`config.mk`:
```
export PLATFORM = sky130hd
export DESIGN_NAME = sysctrl_wb_arbiter
export DESIGN_NICKNAME = d
export VERILOG_FILES = /design/src/rtl/sysctrl_arb_pkg.sv /design/src/rtl/sysctrl_arb_rr.sv /design/src/rtl/sysctrl_wb_arbiter.sv
export SDC_FILE = /design/constraint.sdc
export NUM_CORES = 1
export LEC_CHECK = 0
export BUFFER_PORTS_ARGS = -buffer_cell sky130_fd_sc_hd__buf_2
export CAP_MARGIN = 10
export CELL_PAD_IN_SITES_DETAIL_PLACEMENT = 0
export CELL_PAD_IN_SITES_GLOBAL_PLACEMENT = 1
export CORE_AREA = 2 2 125 127
export DETAILED_ROUTE_END_ITERATION = 10
export DIE_AREA = 0 0 127 129
export PLACE_DENSITY_LB_ADDON = 0.3
export SYNTH_ARGS = -nofsm -noshare
export SYNTH_HDL_FRONTEND = slang
export SYNTH_SLANG_ARGS = --single-unit
export TNS_END_PERCENT = 20
```
`constraint.sdc`:
```
create_clock -name wb_clk_i -period 5.1 [get_ports wb_clk_i]
set_clock_uncertainty 0.1 [all_clocks]
set_input_delay 0.51 -clock wb_clk_i [delete_from_list [all_inputs] [get_ports wb_clk_i]]
set_output_delay 0.51 -clock wb_clk_i [all_outputs]
set_load 0.02 [all_outputs]
```
`src/rtl/sysctrl_arb_pkg.sv`:
```
`default_nettype none
// ---------------------------------------------------------------------------
// sysctrl_arb_pkg : state encoding and master indices for the sysctrl arbiter
// Revision: 1.0
// ---------------------------------------------------------------------------
package sysctrl_arb_pkg;

    typedef enum logic [1:0] {
        IDLE = 2'd0,
        OWN  = 2'd1,
        ERR  = 2'd2
    } arb_state_e;

    localparam int M_CPU = 0;
    localparam int M_HK  = 1;

    function automatic logic [1:0] owner_onehot(input logic owner);
        logic [1:0] v;
        v = 2'b00;
        v[owner ? M_HK : M_CPU] = 1'b1;
        return v;
    endfunction

endpackage
`default_nettype wire

```
`src/rtl/sysctrl_arb_rr.sv`:
```
`default_nettype none
// ---------------------------------------------------------------------------
// sysctrl_arb_rr : two-way round-robin pick; on a tie the master != last wins
// Revision: 1.0
// ---------------------------------------------------------------------------
module sysctrl_arb_rr
    import sysctrl_arb_pkg::*;
(
    input  logic [1:0] i_req,
    input  logic       i_last,
    output logic       o_valid,
    output logic       o_winner
);

    always_comb begin
        o_valid  = |i_req;
        o_winner = i_req[M_HK];
        if (&i_req) begin
            o_winner = ~i_last;
        end
    end

endmodule
`default_nettype wire

```
`src/rtl/sysctrl_wb_arbiter.sv`:
```
`default_nettype none
// ---------------------------------------------------------------------------
// sysctrl_wb_arbiter : two-master cyc-locked round-robin Wishbone arbiter
//                      with a no-ack watchdog on the shared slave port
// Revision: 1.0
// ---------------------------------------------------------------------------
module sysctrl_wb_arbiter
    import sysctrl_arb_pkg::*;
#(
    parameter int TIMEOUT_CYCLES = 16
) (
    input  logic        wb_clk_i,
    input  logic        wb_rst_ni,
    input  logic        m0_cyc_i,
    input  logic        m0_stb_i,
    input  logic        m0_we_i,
    input  logic [3:0]  m0_sel_i,
    input  logic [31:0] m0_adr_i,
    input  logic [31:0] m0_dat_i,
    output logic        m0_ack_o,
    output logic        m0_err_o,
    output logic [31:0] m0_dat_o,
    input  logic        m1_cyc_i,
    input  logic        m1_stb_i,
    input  logic        m1_we_i,
    input  logic [3:0]  m1_sel_i,
    input  logic [31:0] m1_adr_i,
    input  logic [31:0] m1_dat_i,
    output logic        m1_ack_o,
    output logic        m1_err_o,
    output logic [31:0] m1_dat_o,
    output logic        s_cyc_o,
    output logic        s_stb_o,
    output logic        s_we_o,
    output logic [3:0]  s_sel_o,
    output logic [31:0] s_adr_o,
    output logic [31:0] s_dat_o,
    input  logic        s_ack_i,
    input  logic [31:0] s_dat_i,
    output logic [1:0]  grant_o,
    output logic        timeout_o
);

    localparam int TO_W = $clog2(TIMEOUT_CYCLES + 1);
    localparam logic [TO_W-1:0] c_cnt_last = TO_W'(TIMEOUT_CYCLES - 1);

    arb_state_e      r_state, w_state_nxt;
    logic            r_owner, w_owner_nxt;
    logic            r_last,  w_last_nxt;
    logic [TO_W-1:0] r_cnt,   w_cnt_nxt;
    logic            r_err,   w_err_nxt;
    logic            w_pick;
    logic [1:0]      w_req;
    logic            w_rr_valid;
    logic            w_rr_winner;
    logic            w_own_cyc;
    logic            w_own_stb;

    assign w_req     = {m1_cyc_i & m1_stb_i, m0_cyc_i & m0_stb_i};
    assign w_own_cyc = r_owner ? m1_cyc_i : m0_cyc_i;
    assign w_own_stb = r_owner ? m1_stb_i : m0_stb_i;

    sysctrl_arb_rr u_rr (
        .i_req    (w_req),
        .i_last   (r_last),
        .o_valid  (w_rr_valid),
        .o_winner (w_rr_winner)
    );

    always_ff @(posedge wb_clk_i or negedge wb_rst_ni) begin
        if (!wb_rst_ni) begin
            r_state <= IDLE;
            r_owner <= 1'b0;
            r_last  <= 1'b1;
            r_cnt   <= '0;
            r_err   <= 1'b0;
        end else begin
            r_state <= w_state_nxt;
            r_owner <= w_owner_nxt;
            r_last  <= w_last_nxt;
            r_cnt   <= w_cnt_nxt;
            r_err   <= w_err_nxt;
        end
    end

    // Release and idle share one path: the departing owner's req is 0, so
    // the round-robin pick hands over directly to the other master if it waits.
    always_comb begin
        w_state_nxt = r_state;
        w_owner_nxt = r_owner;
        w_last_nxt  = r_last;
        w_cnt_nxt   = r_cnt;
        w_err_nxt   = 1'b0;
        w_pick      = 1'b0;
        unique case (r_state)
            IDLE: w_pick = 1'b1;
            OWN: begin
                if (!w_own_cyc) begin
                    w_pick = 1'b1;
                end else if (s_ack_i) begin
                    w_cnt_nxt = '0;
                end else if (w_own_stb) begin
                    w_cnt_nxt = r_cnt + TO_W'(1);
                    if (r_cnt == c_cnt_last) begin
                        w_state_nxt = ERR;
                        w_err_nxt   = 1'b1;
                    end
                end
            end
            ERR: begin
                if (!w_own_cyc) begin
                    w_pick = 1'b1;
                end
            end
            default: w_state_nxt = IDLE;
        endcase
        if (w_pick) begin
            w_cnt_nxt   = '0;
            w_state_nxt = IDLE;
            if (w_rr_valid) begin
                w_state_nxt = OWN;
                w_owner_nxt = w_rr_winner;
                w_last_nxt  = w_rr_winner;
            end
        end
    end

    always_comb begin
        s_cyc_o  = 1'b0;
        s_stb_o  = 1'b0;
        s_we_o   = 1'b0;
        s_sel_o  = 4'h0;
        s_adr_o  = 32'h0;
        s_dat_o  = 32'h0;
        m0_ack_o = 1'b0;
        m0_dat_o = 32'h0;
        m1_ack_o = 1'b0;
        m1_dat_o = 32'h0;
        if (r_state == OWN) begin
            s_cyc_o = w_own_cyc;
            s_stb_o = w_own_stb;
            s_we_o  = r_owner ? m1_we_i  : m0_we_i;
            s_sel_o = r_owner ? m1_sel_i : m0_sel_i;
            s_adr_o = r_owner ? m1_adr_i : m0_adr_i;
            s_dat_o = r_owner ? m1_dat_i : m0_dat_i;
            if (r_owner == 1'(M_HK)) begin
                m1_ack_o = s_ack_i;
                m1_dat_o = s_dat_i;
            end else begin
                m0_ack_o = s_ack_i;
                m0_dat_o = s_dat_i;
            end
        end
    end

    // The error pulse is only ever raised in the first ERR cycle, where no ack is routed.
    assign m0_err_o  = r_err & (r_owner == 1'(M_CPU));
    assign m1_err_o  = r_err & (r_owner == 1'(M_HK));
    assign timeout_o = r_err;
    assign grant_o   = (r_state == IDLE) ? 2'b00 : owner_onehot(r_owner);

endmodule
`default_nettype wire

```
==> results.md <==
- The die is 127 microns wide.
- Measured along the y axis, the die boundary spans 129 microns.
- The core area is 15,000 sq um.
- In this run the mean area of a mapped cell was 7.26 sq um.
- Dividing the final minimum period by the clock period gives 66.5%.
- For the worst-skew pair, the clock arrives at the later sink with an insertion delay of 0.23 ns.
- Entering global routing, the biggest net connects 74 pins.
- The clock tree from TritonCTS is done.
- At the end of the flow, the number of nets in the layout was 787.
- The sum of overflow across all layers after global routing is 0.
- The number of max-slew violations in the final report is 0.
- Yosys mapped the design onto 37 distinct sky130hd cell types.
- The reg2reg setup slack is 2.51 ns.
- The layout has 1,653 filler cells.
- The worst voltage drop across the vdd grid is 0.188 mV.
- The initial utilization of the core area, before any placement, comes to 14.8%.
- The count of inserted antenna diode cells is 0.
- In this run, post-CTS hold repair placed 0 buffers.
- STA classifies the critical path endpoint as an output port.
- The predominant post-synthesis flop cell is dfrtp_1.
- The worst slew slack as a fraction of its limit is 30.5%.
- STA classifies the critical path startpoint as a register.
- Along the worst path, the maximum fanout reaches 49.
- The mean routed wirelength per cell is 13.5 microns.
- In this run, synthesis inferred 0 flip-flops with an integrated enable.
- The first global-routing pass estimated 14,500 microns of wire.
- Setup repair after global routing left no endpoint under its margin.
- The post-detailed-placement half-perimeter wirelength is 9320 microns.
- By startpoint and endpoint, the worst setup path is classified as register to output port.
- The number of resized instances in the post-cts repair step is 0.
- The number of antenna violations at the first check in global routing is 0.
- The buffer type at the clock tree root is clkbuf_16.
- For this run, asynchronously set or reset flops after synthesis account for 100%.
- The largest stage delay on the critical path is 0.77 ns.
- The share of the Yosys chip area taken by registers is 11.4%.
- Cells with a size suffix above 1 make up 55.2% of the layout.
- The layout overhead on the synthesized area is 81.9%.
- The number of nets produced by synthesis is 488.
- The DRC marker count from the first detailed-route iteration is 74.
- The pin slew with the least headroom to its limit is 1.04 ns.
- The routed design could run at a clock period as short as 3.39 ns.
- Across the run, the number of max-cap violations was 0.
- The top-level I/O count is 319.
- The Yosys step of the flow raised 0 warnings.
- The highest attainable clock frequency is 0.295 GHz.
- The TritonCTS sink count is 10.
- In this run the post-CTS setup repair buffer count came out at 0.
- The final routed wirelength across all metal layers is 10,700 microns.
- After detailed routing, the number of vias per cell comes to 4.12.
- In the synthesized netlist, the number of instances is 305.
- Data on the critical path is required at its endpoint by 4.49 ns.
- The power per cell area is 446 nW/um^2.
- The master of the slowest instance on the critical path is ha_1.
- The number of buffers inserted during clock tree synthesis is 3.
- The maximum level of the CTS H-tree is 1.
- The number of placement rows is 45.
- At the worst endpoint, the arrival time is 2.78 ns.
- The multi-input combinational cells in the finished layout cover a total of 1820 sq um.
- For the final routed database, the setup TNS stands at 0 ns.
- The static leakage power is 2.62 nW.
- For this run, design rule violations remaining after detail routing come to 0.
- The first detailed-routing pass took 4 iterations.
- The end-of-flow core utilization is 26.9%.
- In this run the deepest clock path goes through 2 buffers.
- Registers take 255 sq um.
- The flow ran to the end, and the final reports show no timing, DRC or antenna violations.
- The via count of the first global-routing pass is 2,819.
- The worst hold path belongs to the class input pin to async pin.
- Setup violations remaining at the end of the flow were counted as 0.
- For this block, the via count after detailed routing is 3,262.
- At the end of routability-driven placement, the weighted congestion stood at 0.789.
- The final number of hold-violating endpoints is 0.
- The cell area after synthesis is 2210 sq um.
- The area of the die is 16,400 sq um.
- Port buffering added 318 buffers.
- Clock-pin slew was measured on the worst setup and hold paths at 0.04 ns.
- The synthesized design contains 10 register bits.
- Traced cell by cell, the critical path runs through inv_1 > ha_1 > inv_2 > buf_4 > nor2_1 > buf_2.
- The number of routed nets with antenna violations is 0.
- In the global route stage, overall resource usage came out at 11.1%.
[layout by cell type, fill, tap and decap left out, drive strengths merged, types with 2 or more instances in the layout]
| master | instances |
|---|---|
| o31ai | 2 |
| o211ai | 2 |
| and3 | 34 |
| mux2i | 73 |
| o32a | 2 |
| nor2b | 4 |
| o22ai | 2 |
| nor2 | 78 |
| a211oi | 2 |
| mux2 | 2 |
| inv | 6 |
| and2 | 36 |
| a21oi | 2 |
| clkbuf | 4 |
| buf | 321 |
| nand2 | 2 |
| dfrtp | 9 |
| nor3 | 2 |
| ha | 6 |
| nand3 | 2 |
[kinds of logic after synthesis]
| kind of cell | count (synthesis) | share of synthesized area [%] |
|---|---|---|
| AND/OR/NAND/NOR | 162 | 36.7 |
| multiplexers | 75 | 34.8 |
| buffers and inverters | 33 | 6.39 |
| AO/OA/AOI/OAI | 19 | 7.35 |
| flip-flops | 10 | 11.4 |
| adder cells (fa/ha/maj) | 6 | 3.39 |
[worst paths after layout]
kind / from / endpoint / cells after the start
worst max-delay path: r_state[1] / s_dat_o[5] / 6
worst min-delay path: wb_rst_ni / r_cnt[2] / 1
worst max register to register: r_owner / r_state[0] / 4
worst min register to register: r_last / r_last / 2
max in group asynchronous: wb_rst_ni / r_last / 1
min in group wb_clk_i: r_last / r_last / 2
[power by group]
| part | total [W] | internal [W] | switching [W] |
|---|---|---|---|
| Sequential | 0.000222 | 0.0000966 | 0.000125 |
| Clock | 0.000138 | 0.000104 | 0.0000336 |
| Combinational | 0.00143 | 0.000570 | 0.000865 |
[worst max-delay path: cells and delay by family (launching register included)]
family        cells  cell delay (ns)
buf+inv           4             1.13
flops             1             0.40
simple gates      1             0.22
fa+ha+maj         1             0.77
[state kept, by name, indices dropped and copies added (netlist names)]
name and count:
r_owner 1, r_state 2, timeout_o 1, r_cnt 5
r_last 1
[synthesized netlist by cell type, types with 4 or more instances]
master,count,area (sq um)
nor2_1,78,293
clkbuf_1,18,67.6
inv_1,6,22.5
dfrtp_1,9,225
and3_1,34,213
and2_1,36,225
mux2i_1,72,721
ha_1,6,75.1
buf_2,8,40.0
nor2b_1,4,25.0
[routing by layer]
metal  track usage [%]  share of wire, %  up-vias
li1                  -                 -     1645
met1              12.1                36     1413
met2              22.4                54      198
met3              1.95               8.8        6
met4              2.33               1.2        0
met5                 0                 0        -
[metrics by stage]
stage,std cells,setup WS [ns],total power [W],hold WS [ns],area [sq um]
3_5_place_dp,787,1.90,0.00168,0.285,3950
4_1_cts,791,1.66,0.00183,0.0357,4030
6_report,791,1.71,0.00179,0.0280,4030
3_3_place_gp,787,1.94,0.00168,0.289,3950
5_1_grt,791,1.35,0.00193,0.0437,4030
2_1_floorplan,305,3.00,0.00121,0.114,2210
[cell type report]
class | count | area share (%)
Clock buffer | 4 | 1.96
Sequential cell | 10 | 6.34
Tap cell | 188 | 5.84
Timing Repair Buffer | 321 | 40.1
Multi-Input combinational cell | 262 | 45.2
Inverter | 6 | 0.559
(Power assumes the default switching activity.)
